## config.mk

```make
export PLATFORM = sky130hd
export DESIGN_NAME = riscv_mem_arbiter
export DESIGN_NICKNAME = d
export VERILOG_FILES = /design/src/rtl/riscv_mem_arbiter.sv
export SDC_FILE = /design/constraint.sdc
export NUM_CORES = 1
export LEC_CHECK = 0
export CORE_MARGIN = 1.5
export CORE_UTILIZATION = 35
export CTS_BUF_LIST = sky130_fd_sc_hd__clkbuf_8
export CTS_CLUSTER_DIAMETER = 200
export CTS_CLUSTER_SIZE = 20
export DETAILED_ROUTE_END_ITERATION = 8
export HOLD_SLACK_MARGIN = 0.1
export PLACE_DENSITY = 0.79
export SYNTH_ARGS = -nofsm -noshare
export SYNTH_HDL_FRONTEND = slang
export SYNTH_SLANG_ARGS = --single-unit
```

## constraint.sdc

```tcl
create_clock -name clk -period 6.35 [get_ports clk]
set_input_delay 1.27 -clock clk [delete_from_list [all_inputs] [get_ports clk]]
set_output_delay 1.27 -clock clk [all_outputs]
set_load 0.02 [all_outputs]
```

## src/rtl/riscv_mem_arbiter.sv

```systemverilog
// riscv_mem_arbiter: round-robin share of one memory port between fetch and data requesters,
// one transaction in flight, with a response timeout that forces an error completion.
module riscv_mem_arbiter #(
    parameter int ADDR_W  = 32,
    parameter int DATA_W  = 32,
    parameter int TIMEOUT = 255
) (
    input  logic                  clk,
    input  logic                  reset,
    input  logic                  if_req,
    input  logic [ADDR_W-1:0]     if_addr,
    output logic                  if_gnt,
    output logic                  if_rvalid,
    output logic [DATA_W-1:0]     if_rdata,
    output logic                  if_err,
    input  logic                  d_req,
    input  logic                  d_we,
    input  logic [DATA_W/8-1:0]   d_be,
    input  logic [ADDR_W-1:0]     d_addr,
    input  logic [DATA_W-1:0]     d_wdata,
    output logic                  d_gnt,
    output logic                  d_rvalid,
    output logic [DATA_W-1:0]     d_rdata,
    output logic                  d_err,
    output logic                  mem_req,
    output logic                  mem_we,
    output logic [DATA_W/8-1:0]   mem_be,
    output logic [ADDR_W-1:0]     mem_addr,
    output logic [DATA_W-1:0]     mem_wdata,
    input  logic                  mem_gnt,
    input  logic                  mem_rvalid,
    input  logic [DATA_W-1:0]     mem_rdata,
    input  logic                  mem_err,
    output logic                  busy,
    output logic                  owner
);
    localparam logic [15:0] TO_LAST = 16'(TIMEOUT - 1);

    typedef enum logic [1:0] {IDLE, ISSUE, WAIT_RESP} state_t;

    state_t            state;
    logic              prio;
    logic [15:0]       count;
    logic              done;
    logic [DATA_W-1:0] resp_data;
    logic              resp_err;

    // prio = 1 favours data; grants are masked while reset is held so every output reads 0
    assign d_gnt     = !reset && state == IDLE && d_req && (!if_req || prio);
    assign if_gnt    = !reset && state == IDLE && if_req && !d_gnt;
    assign mem_req   = state == ISSUE;
    assign busy      = state != IDLE;
    assign done      = state == WAIT_RESP && (mem_rvalid || count == TO_LAST);
    assign resp_data = (mem_rvalid && !mem_we) ? mem_rdata : '0;
    assign resp_err  = !mem_rvalid || mem_err;

    always_ff @(posedge clk or posedge reset) begin
        if (reset) begin
            state     <= IDLE;
            prio      <= 1'b1;
            owner     <= 1'b0;
            count     <= '0;
            mem_we    <= 1'b0;
            mem_be    <= '0;
            mem_addr  <= '0;
            mem_wdata <= '0;
            if_rvalid <= 1'b0;
            if_rdata  <= '0;
            if_err    <= 1'b0;
            d_rvalid  <= 1'b0;
            d_rdata   <= '0;
            d_err     <= 1'b0;
        end else begin
            if_rvalid <= 1'b0;
            d_rvalid  <= 1'b0;
            case (state)
                IDLE: if (d_gnt || if_gnt) begin
                    state     <= ISSUE;
                    owner     <= d_gnt;
                    mem_we    <= d_gnt && d_we;
                    mem_be    <= d_gnt ? d_be : '1;
                    mem_addr  <= d_gnt ? d_addr : if_addr;
                    mem_wdata <= d_gnt ? d_wdata : '0;
                end
                ISSUE: if (mem_gnt) begin
                    state <= WAIT_RESP;
                    count <= '0;
                end
                WAIT_RESP: begin
                    count <= count + 16'd1;
                    if (done) begin
                        state <= IDLE;
                        prio  <= !owner;
                        if (owner) begin
                            d_rvalid <= 1'b1;
                            d_rdata  <= resp_data;
                            d_err    <= resp_err;
                        end else begin
                            if_rvalid <= 1'b1;
                            if_rdata  <= resp_data;
                            if_err    <= resp_err;
                        end
                    end
                end
                default: state <= IDLE;
            endcase
        end
    end
endmodule

```

==> metrics.md <==
| Metric | Value |
|---|---|
| Final min period | `4.22 ns` |
| CP Class | `input port to output pin` |
| Setup crit start | `reset` |
| Crit path required time | `5.08 ns` |
| CTS tree | `yes` |
| Hold_buf cts | `0` |
| Synthesized flop and latch total | `157` |
| Count of pins over their slew limit | `0` |
| Final setup fails | `0` |
| Setup TNS | `0 ns` |
| Final Power | `4.71 mW` |
| Async SR Flop Fraction | `100%` |
| Crit start category | `input port` |
| Measured slew at the worst slew-check pin | `0.959 ns` |
| Nets | `950` |
| Crit. End Element | `output pin` |
| Period Utilization, post-route | `66.5%` |
| Clk network pwr share | `18.1%` |
| DIE AREA | `0.0187 mm^2` |
| Routed length on met1 | `7290 um` |
| Synth unique cells | `41` |
| Worst EP arrival | `2.95 ns` |
| Number of global-route vias before repair | `5280` |
| Num CTS Buffers | `17` |
| Worst vdd ir | `0.000252 V` |
| # clock sinks | `157` |
| Clock root buffer | `clkbuf_8` |
| Slew margin rel. | `36.0%` |
| Vias per Instance | `5.08` |
| Routed wire length | `18000 um` |
| Hold_sp | `d_err` |
| DRC Markers | `0` |
| Ys Warns | `0` |
| Top-count cell post-synth | `dfrtp_1` |
| Area Growth Syn to Fin | `55.0%` |
| Rows | `48` |
| Post-CTS resize count | `0` |
| RSZ-0062 raised after global routing | `false` |
| Core area | `0.0174 mm^2` |
| Setup Buffers After CTS | `0` |
| Number of synthesized flops with an enable pin | `0` |
| DIE WIDTH | `137 um` |
| Reg clk slew, reported paths | `0.08 ns` |
| Worst min-delay path category | `register to register` |
| Gr ovfl total | `0` |
| Synth cell count leaders | `dfrtp_1 (156), a22o_1 (97), nand2_1 (79)` |
| Fmax | `0.237 GHz` |
| Comb power frac | `46.2%` |
| Top layer in use | `met4` |
| Sw frac | `36.9%` |
| Ports | `282` |
| RePlAce Congestion | `0.777` |
| Sequential fraction of the synthesis area | `62.8%` |
| Layout cell share with drive strength beyond 1 | `6.82%` |
| Die H | `137 um` |
| Syn Nets | `682` |
| Post-synth top area cell | `dfrtp_1` |
| Hold Fails Final Rpt | `0` |
| Post-synth top flop | `dfrtp_1` |
| CTS H-tree lvls | `4` |
| First-pass GRT wire length | `27800 um` |
| Clk_lat worst skew | `0.44 ns` |
| Total Routing Usage GR | `19.3%` |
| Initial DRC count | `240` |
| Largest net degree at the start of global routing | `109` |
| R2r startpoint | `count[4]` |
| Top post-synthesis cells by area | `dfrtp_1 (62%), a22o_1 (14%), nand2_1 (4.7%), a31oi_1 (3.8%), nor2_1 (2.2%)` |
| Setup Skew | `0.00939 ns` |
| Dpl hpwl | `12400 um` |
| Internal power consumption | `2.97 mW` |
| Post-Syn Area per Cell | `11.6 um^2` |
| Routed wl met3 | `1930 um` |
| Synth top area share | `62.4%` |
| TritonRoute pass-1 iters | `4` |
| Wire per inst | `17.3 um` |
| Cell Area, Synth | `0.00625 mm^2` |
| Status | `finished clean` |
| Crit Path Max Fanout | `4` |
| Max Cap Viol | `0` |
| Reg power frac | `35.7%` |
| Post-synthesis instance total | `540` |
| Remaining antenna violation count after routing | `0` |
| Lkg Pwr | `4.16 nW` |
| # diodes | `0` |
| I/O Buffers | `281` |
| Max Root-Sink Buffers | `2` |
| Sw Pwr | `1.74 mW` |
| Starting Density | `36.0%` |
| Metal2 WL | `8620 um` |
| Initial antenna violation count | `0` |
| Routed vias | `5313` |
| Power Density | `486 mW/mm^2` |
[area by class of cell]
cell class	count	area, um^2
inverter	8	35.0
multi-input combinational	334	2110
clock inverter	15	226
fill	1466	7660
timing repair buffer	290	2880
clock buffer	17	234
tap	225	282
sequential	157	3930
[flip-flops by register name, indices dropped and copies added, names as in the netlist, 2 cells and up]
register,flops
mem_be,4
state,2
d_rdata,32
count,16
mem_addr,32
mem_wdata,32
if_rdata,32
[worst max-delay path, cell delays in order]
cell             delay [ns]
clkdlybuf4s50_1        0.50
nor3_2                 0.30
and3_1                 0.25
clkdlybuf4s50_1        0.63
[routing by layer]
metal / track usage [%] / vias to the layer above
li1: - / 2503
met3: 7.37 / 14
met1: 23.6 / 2559
met4: 5.97 / 0
met2: 31.5 / 237
met5: 0 / -
[per-stage QoR]
stage	instance area, um^2	util, %	hold WS, ns	cells	setup slack (ns)
floorplan	6250	-	0.462	540	0.847
global placement	9230	53.2	0.473	1014	2.12
detailed placement	9230	53.2	0.481	1014	2.09
CTS	9690	55.9	0.501	1046	2.09
global route	9690	55.9	0.526	1046	2.04
finish	9690	55.9	0.493	1046	2.13
[kinds of logic (layout without fill, tap and decap cells)]
| logic type | Yosys count | in the layout | synth area share (%) |
|---|---|---|---|
| AO/OA/AOI/OAI | 181 | 181 | 22.0 |
| XOR/XNOR | 1 | 1 | 0.140 |
| adder cells (fa/ha/maj) | 2 | 2 | 0.400 |
| buffers and inverters | 49 | 330 | 3.68 |
| flip-flops | 157 | 157 | 62.8 |
| AND/OR/NAND/NOR | 150 | 150 | 10.9 |
[path summary, 6_finish.rpt]
path / to / depth (start not counted) / slack, ns
worst max-delay path: if_gnt / 4 / 2.13
worst min-delay path: d_err / 1 / 0.49
worst max register to register: if_rdata[16] / 4 / 4.04
worst min register to register: d_err / 1 / 0.49
max in group asynchronous: mem_addr[19] / 3 / 3.70
min in group asynchronous: count[11] / 2 / 1.44
[power groups by stage]
| stage | clock [mW] | sequential (mW) | combinational, mW |
|---|---|---|---|
| floorplan | 0 | 2.17 | 0.603 |
| global placement | 0 | 1.68 | 2.17 |
| detailed placement | 0 | 1.69 | 2.19 |
| CTS | 0.880 | 1.68 | 2.20 |
| global route | 0.928 | 1.73 | 2.32 |
| finish | 0.854 | 1.68 | 2.18 |
[cells in the final DEF, fill, tap and decap left out, types with 2 or more instances in the layout]
| master | instances |
|---|---|
| a21oi_1 | 3 |
| a22o_1 | 97 |
| a31oi_1 | 38 |
| a41oi_1 | 3 |
| and2_1 | 3 |
| and3_1 | 3 |
| and4_1 | 3 |
| buf_4 | 9 |
| bufinv_16 | 4 |
| clkbuf_8 | 17 |
| clkdlybuf4s50_1 | 281 |
| dfrtp_1 | 156 |
| ha_1 | 2 |
| inv_1 | 6 |
| inv_6 | 5 |
| inv_8 | 3 |
| nand2_1 | 79 |
| nand2b_1 | 3 |
| nand3_1 | 7 |
| nand4_1 | 4 |
| nor2_1 | 35 |
| nor2b_1 | 3 |
| o21ai_0 | 26 |
| o22a_1 | 4 |
(Power assumes the default switching activity.)
